`src/rtl/dsp_mac_pipe.sv`:
```
// Three-stage pipelined pre-add / multiply / post-add MAC with accumulator, global stall
// and optional saturation on overflow of the P_W-bit result.
module dsp_mac_pipe #(
  parameter int unsigned A_W      = 18,
  parameter int unsigned B_W      = 18,
  parameter int unsigned D_W      = 18,
  parameter int unsigned P_W      = 48,
  parameter bit          SATURATE = 1'b0
) (
  input  logic           clk,
  input  logic           RSTN,
  input  logic           in_valid,
  output logic           in_ready,
  input  logic [A_W-1:0] A,
  input  logic [B_W-1:0] B,
  input  logic [D_W-1:0] D,
  input  logic [P_W-1:0] C,
  input  logic [2:0]     MODE,
  output logic           out_valid,
  input  logic           out_ready,
  output logic [P_W-1:0] P,
  output logic           OVF
);

  localparam int unsigned PaW = ((B_W > D_W) ? B_W : D_W) + 1;
  localparam int unsigned MW  = A_W + PaW;
  localparam logic [P_W-1:0] PMax = {1'b0, {(P_W-1){1'b1}}};
  localparam logic [P_W-1:0] PMin = {1'b1, {(P_W-1){1'b0}}};

  if (P_W < MW) begin : g_bad_p_w
    $error("dsp_mac_pipe: P_W must be at least A_W + max(B_W, D_W) + 1");
  end

  // Every stage advances together; a stalled output freezes the whole pipe.
  logic adv;
  assign adv       = !out_valid || out_ready;
  assign in_ready  = adv;

  // S1: registered operands
  logic                  v1_q, v1_d;
  logic signed [A_W-1:0] a1_q, a1_d;
  logic signed [B_W-1:0] b1_q, b1_d;
  logic signed [D_W-1:0] d1_q, d1_d;
  logic signed [P_W-1:0] c1_q, c1_d;
  logic [2:0]            mode1_q, mode1_d;

  // S2: product, post-add operand and accumulate select
  logic                  v2_q, v2_d;
  logic signed [MW-1:0]  m2_q, m2_d;
  logic signed [P_W-1:0] c2_q, c2_d;
  logic                  acc_sel2_q, acc_sel2_d;

  // S3: result, flag and accumulator
  logic                  v3_q, v3_d;
  logic [P_W-1:0]        p_q, p_d;
  logic                  ovf_q, ovf_d;
  logic signed [P_W-1:0] acc_q, acc_d;

  logic signed [PaW-1:0] b_ext, d_ext, pa;
  logic signed [MW-1:0]  m_full;
  logic signed [P_W:0]   r;
  logic                  r_ovf;
  logic [P_W-1:0]        p_res;

  always_comb begin
    b_ext  = PaW'(b1_q);
    d_ext  = PaW'(d1_q);
    pa     = !mode1_q[0] ? b_ext : (mode1_q[1] ? d_ext - b_ext : d_ext + b_ext);
    m_full = MW'(a1_q) * MW'(pa);
  end

  // One guard bit above P_W exposes signed overflow of the post-add.
  always_comb begin
    r     = (P_W+1)'(acc_sel2_q ? acc_q : c2_q) + (P_W+1)'(m2_q);
    r_ovf = r[P_W] ^ r[P_W-1];
    if (r_ovf && SATURATE) begin
      p_res = r[P_W] ? PMin : PMax;
    end else begin
      p_res = r[P_W-1:0];
    end
  end

  always_comb begin
    v1_d       = v1_q;
    a1_d       = a1_q;
    b1_d       = b1_q;
    d1_d       = d1_q;
    c1_d       = c1_q;
    mode1_d    = mode1_q;
    v2_d       = v2_q;
    m2_d       = m2_q;
    c2_d       = c2_q;
    acc_sel2_d = acc_sel2_q;
    v3_d       = v3_q;
    p_d        = p_q;
    ovf_d      = ovf_q;
    acc_d      = acc_q;
    if (adv) begin
      v1_d       = in_valid;
      a1_d       = A;
      b1_d       = B;
      d1_d       = D;
      c1_d       = C;
      mode1_d    = MODE;
      v2_d       = v1_q;
      m2_d       = m_full;
      c2_d       = c1_q;
      acc_sel2_d = mode1_q[2];
      v3_d       = v2_q;
      if (v2_q) begin
        p_d   = p_res;
        ovf_d = r_ovf;
        acc_d = p_res;
      end
    end
  end

  always_ff @(posedge clk or negedge RSTN) begin
    if (!RSTN) begin
      v1_q       <= 1'b0;
      a1_q       <= '0;
      b1_q       <= '0;
      d1_q       <= '0;
      c1_q       <= '0;
      mode1_q    <= '0;
      v2_q       <= 1'b0;
      m2_q       <= '0;
      c2_q       <= '0;
      acc_sel2_q <= 1'b0;
      v3_q       <= 1'b0;
      p_q        <= '0;
      ovf_q      <= 1'b0;
      acc_q      <= '0;
    end else begin
      v1_q       <= v1_d;
      a1_q       <= a1_d;
      b1_q       <= b1_d;
      d1_q       <= d1_d;
      c1_q       <= c1_d;
      mode1_q    <= mode1_d;
      v2_q       <= v2_d;
      m2_q       <= m2_d;
      c2_q       <= c2_d;
      acc_sel2_q <= acc_sel2_d;
      v3_q       <= v3_d;
      p_q        <= p_d;
      ovf_q      <= ovf_d;
      acc_q      <= acc_d;
    end
  end

  assign out_valid = v3_q;
  assign P         = p_q;
  assign OVF       = ovf_q;

endmodule

```
`config.mk`:
```
export PLATFORM = sky130hd
export DESIGN_NAME = dsp_mac_pipe
export DESIGN_NICKNAME = d
export VERILOG_FILES = /design/src/rtl/dsp_mac_pipe.sv
export SDC_FILE = /design/constraint.sdc
export NUM_CORES = 1
export LEC_CHECK = 0
export CAP_MARGIN = 30
export CORE_MARGIN = 4
export CORE_UTILIZATION = 45
export CTS_CLUSTER_DIAMETER = 40
export CTS_CLUSTER_SIZE = 8
export DETAILED_ROUTE_END_ITERATION = 10
export PLACE_DENSITY = 0.73
export SYNTH_ARGS = -nofsm -noshare
export SYNTH_HDL_FRONTEND = slang
export SYNTH_SLANG_ARGS = --single-unit
```
`constraint.sdc`:
```
create_clock -name clk -period 17.6 [get_ports clk]
set_clock_uncertainty 0.05 [all_clocks]
set_input_delay 1.76 -clock clk [delete_from_list [all_inputs] [get_ports clk]]
set_output_delay 1.76 -clock clk [all_outputs]
set_load 0.02 [all_outputs]
```
==> results.ini <==
[run_status]
status = finished, final reports clean

[final_layout]
nNetsFinal = 3722
nFillCells = 5320
layout_common_cells = 753 x nand2_1, 430 x inv_1, 341 x fa_1, 242 x dfrtp_1, 163 x ha_1
drive_above_1_share_pct = 6.29
final_util_pct = 52.5
final_common_cell = nand2_1
areaGrowthSynthToFinish_pct = 15.6
antenna_cells = 0

[setup_path]
path_buf_inv = 5
critPathTopFamily = adder cells
crit_type = register to register
r2r_start = b1_q[2]
r2r_setup_slack_ns = 7.40
ff2ff_path_depth = 38
crit_path_top_delay_cell = fa_1
cp_max_fo = 24
critPathCaptureType = register
r2r-end = m2_q[35]
cp.required_ns = 18.02
start_kind = register
slowest_delay_ns = 0.64
cp.arrival_ns = 10.62

[clock_tree]
ctsHoldBuffers = 0
clock_sinks = 243
clock_insertion_delay_worst_skew_ns = 0.60
cts_tree = done
cts_max_level = 2
root_buffer = clkbuf_16
ctsResizeCount = 0
clockBufferDepth = 3
cts.clk_slew.worst_paths_ns = 0.05
post_cts_buffers = 0
numCtsBuffers = 52

[sta]
rsz0062_at_grt = false
fin_crit_ns = 10.20
setup_viol = 0
layout_setup_ws_ns = 7.40
period_share_pct = 58.0
relSlewSlack_pct = 30.4
maxSlewViolCount = 0
final.setup.tns_ns = 0
hold_violations = 0
max_freq_ghz = 0.0980
worst_slew_pin_slew_ns = 1.04

[yosys]
synth_flop_cell = dfrtp_1
synth-edff-count = 0
ys_warn_count = 0
synthDistinctLibCells = 72
synthCells = 3008
synth_nets = 3621
synth_top_area_share_pct = 26.1
ys_ff_latch = 243
synth_area_leaders = fa_1 26%, dfrtp_1 23%, nand2_1 11%
yosysSeqAreaShare_pct = 23.2
syn_area_um2 = 26200
postSynthAreaPerCell_um2 = 8.71
yosysTopAreaCell = fa_1
synth-async-reset-ratio_pct = 100

[hold_path]
worstHoldStart = c2_q[44]
worstHoldEndpoint = c2_q[44]
holdPathStages = 2
hp-class = register to register

[global_routing]
antenna_found_initial = 1
grt_use_total_pct = 21.3
grt_max_degree = 105
grt_pass1_vias = 21300
overflow = 0
grt_pass1_wl_mm = 109

[floorplan]
core_area_um2 = 57700
die_w_um = 249
rows = 88
io_pins = 160
die_height_um = 249
dieArea_um2 = 62100
start_util_pct = 45.4

[detailed_routing]
firstDrtPassIters = 9
routedWlPerCell_um = 16.9
vias = 20500
drt_wl_total_mm = 66.1
drtAntennaViolNets = 0
drc = 0
vias_per_cell = 5.23
first_iter_violations = 1343

[placed_design]
dp_slack_ns = 7.46
dp_hpwl_mm = 50.0
place_congestion = 0.902
numPortBuffers = 159

[run]
cap_violations = 0

==> sequential cells by signal, indices dropped and copies added, names as in the netlist <==
| signal | cells |
|---|---|
| acc_q | 48 |
| d1_q | 18 |
| acc_sel2_q | 1 |
| b1_q | 18 |
| mode1_q | 3 |
| OVF | 1 |
| c2_q | 48 |
| v1_q | 1 |
| m2_q | 37 |
| out_valid | 1 |
| a1_q | 18 |
| v2_q | 1 |
| c1_q | 48 |
==> cell usage after synthesis (all sizes together), types with 6 or more instances <==
master / count
o21a: 16
and4: 6
ha: 163
nor3b: 7
o31ai: 17
xor2: 33
nand3: 20
xnor2: 71
mux2: 59
buf: 10
and2: 142
o21ai: 113
nor2b: 32
nand2: 754
and3: 9
o21bai: 14
o211ai: 10
a21boi: 7
nor2: 79
nand2b: 23
nand4: 8
mux2i: 6
or2: 7
inv: 431
o31a: 6
a21o: 33
nor3: 24
a21oi: 119
clkbuf: 122
a31oi: 7
fa: 341
nor4: 6
dfrtp: 243
a211oi: 18
==> worst min-delay path, delay by kind of cell (launching register included) <==
family | cells | cell delay (ns)
AND/OR/NAND/NOR | 2 | 0.10
flip-flops | 1 | 0.33
==> worst max-delay path by stage <==
stage | depth (start not counted) | slack [ns] | endpoint | startpoint
3_3_place_gp | 38 | 7.74 | m2_q[35] | b1_q[2]
3_5_place_dp | 38 | 7.46 | m2_q[35] | b1_q[2]
6_report | 38 | 7.40 | m2_q[35] | b1_q[2]
2_1_floorplan | 38 | 8.57 | m2_q[35] | mode1_q[1]
5_1_grt | 38 | 6.60 | m2_q[35] | b1_q[2]
4_1_cts | 38 | 7.46 | m2_q[35] | b1_q[2]
==> cell families after synthesis <==
family | after synthesis | synth area share [%]
simple gates | 1131 | 19.1
buf+inv | 563 | 8.10
xor+xnor | 104 | 3.48
flops | 243 | 23.2
fa+ha+maj | 505 | 33.9
mux | 65 | 2.78
compound gates | 397 | 9.49
==> metal layers <==
metal	global-route usage, %	vias to the layer above	wire length, µm
met5	0	-	0
met3	4.21	103	4630
li1	-	9645	-
met1	28.8	10100	29100
met4	5.24	0	1330
met2	35.6	627	31100
==> stage by stage <==
step | hold WS [ns] | cells | cell area [µm²]
after floorplan | 0.385 | 3008 | 26200
after global placement | 0.399 | 3819 | 28400
after detailed placement | 0.402 | 3820 | 28500
after CTS | 0.417 | 3912 | 30300
after global routing | 0.430 | 3912 | 30300
final | 0.412 | 3912 | 30300
==> layout make-up <==
class / count / area, µm² / share of cell area (%)
inverter: 431 / 1620 / 5.36
multi-input combinational: 2202 / 18000 / 59.6
tap: 765 / 957 / 3.16
clock inverter: 28 / 362 / 1.19
sequential: 243 / 6080 / 20.1
timing repair buffer: 179 / 1770 / 5.84
clock buffer: 64 / 1450 / 4.78
Power is left out: the tool's default activity adds up to more than one toggle a clock period on the data nets, which glitch-free logic cannot reach.
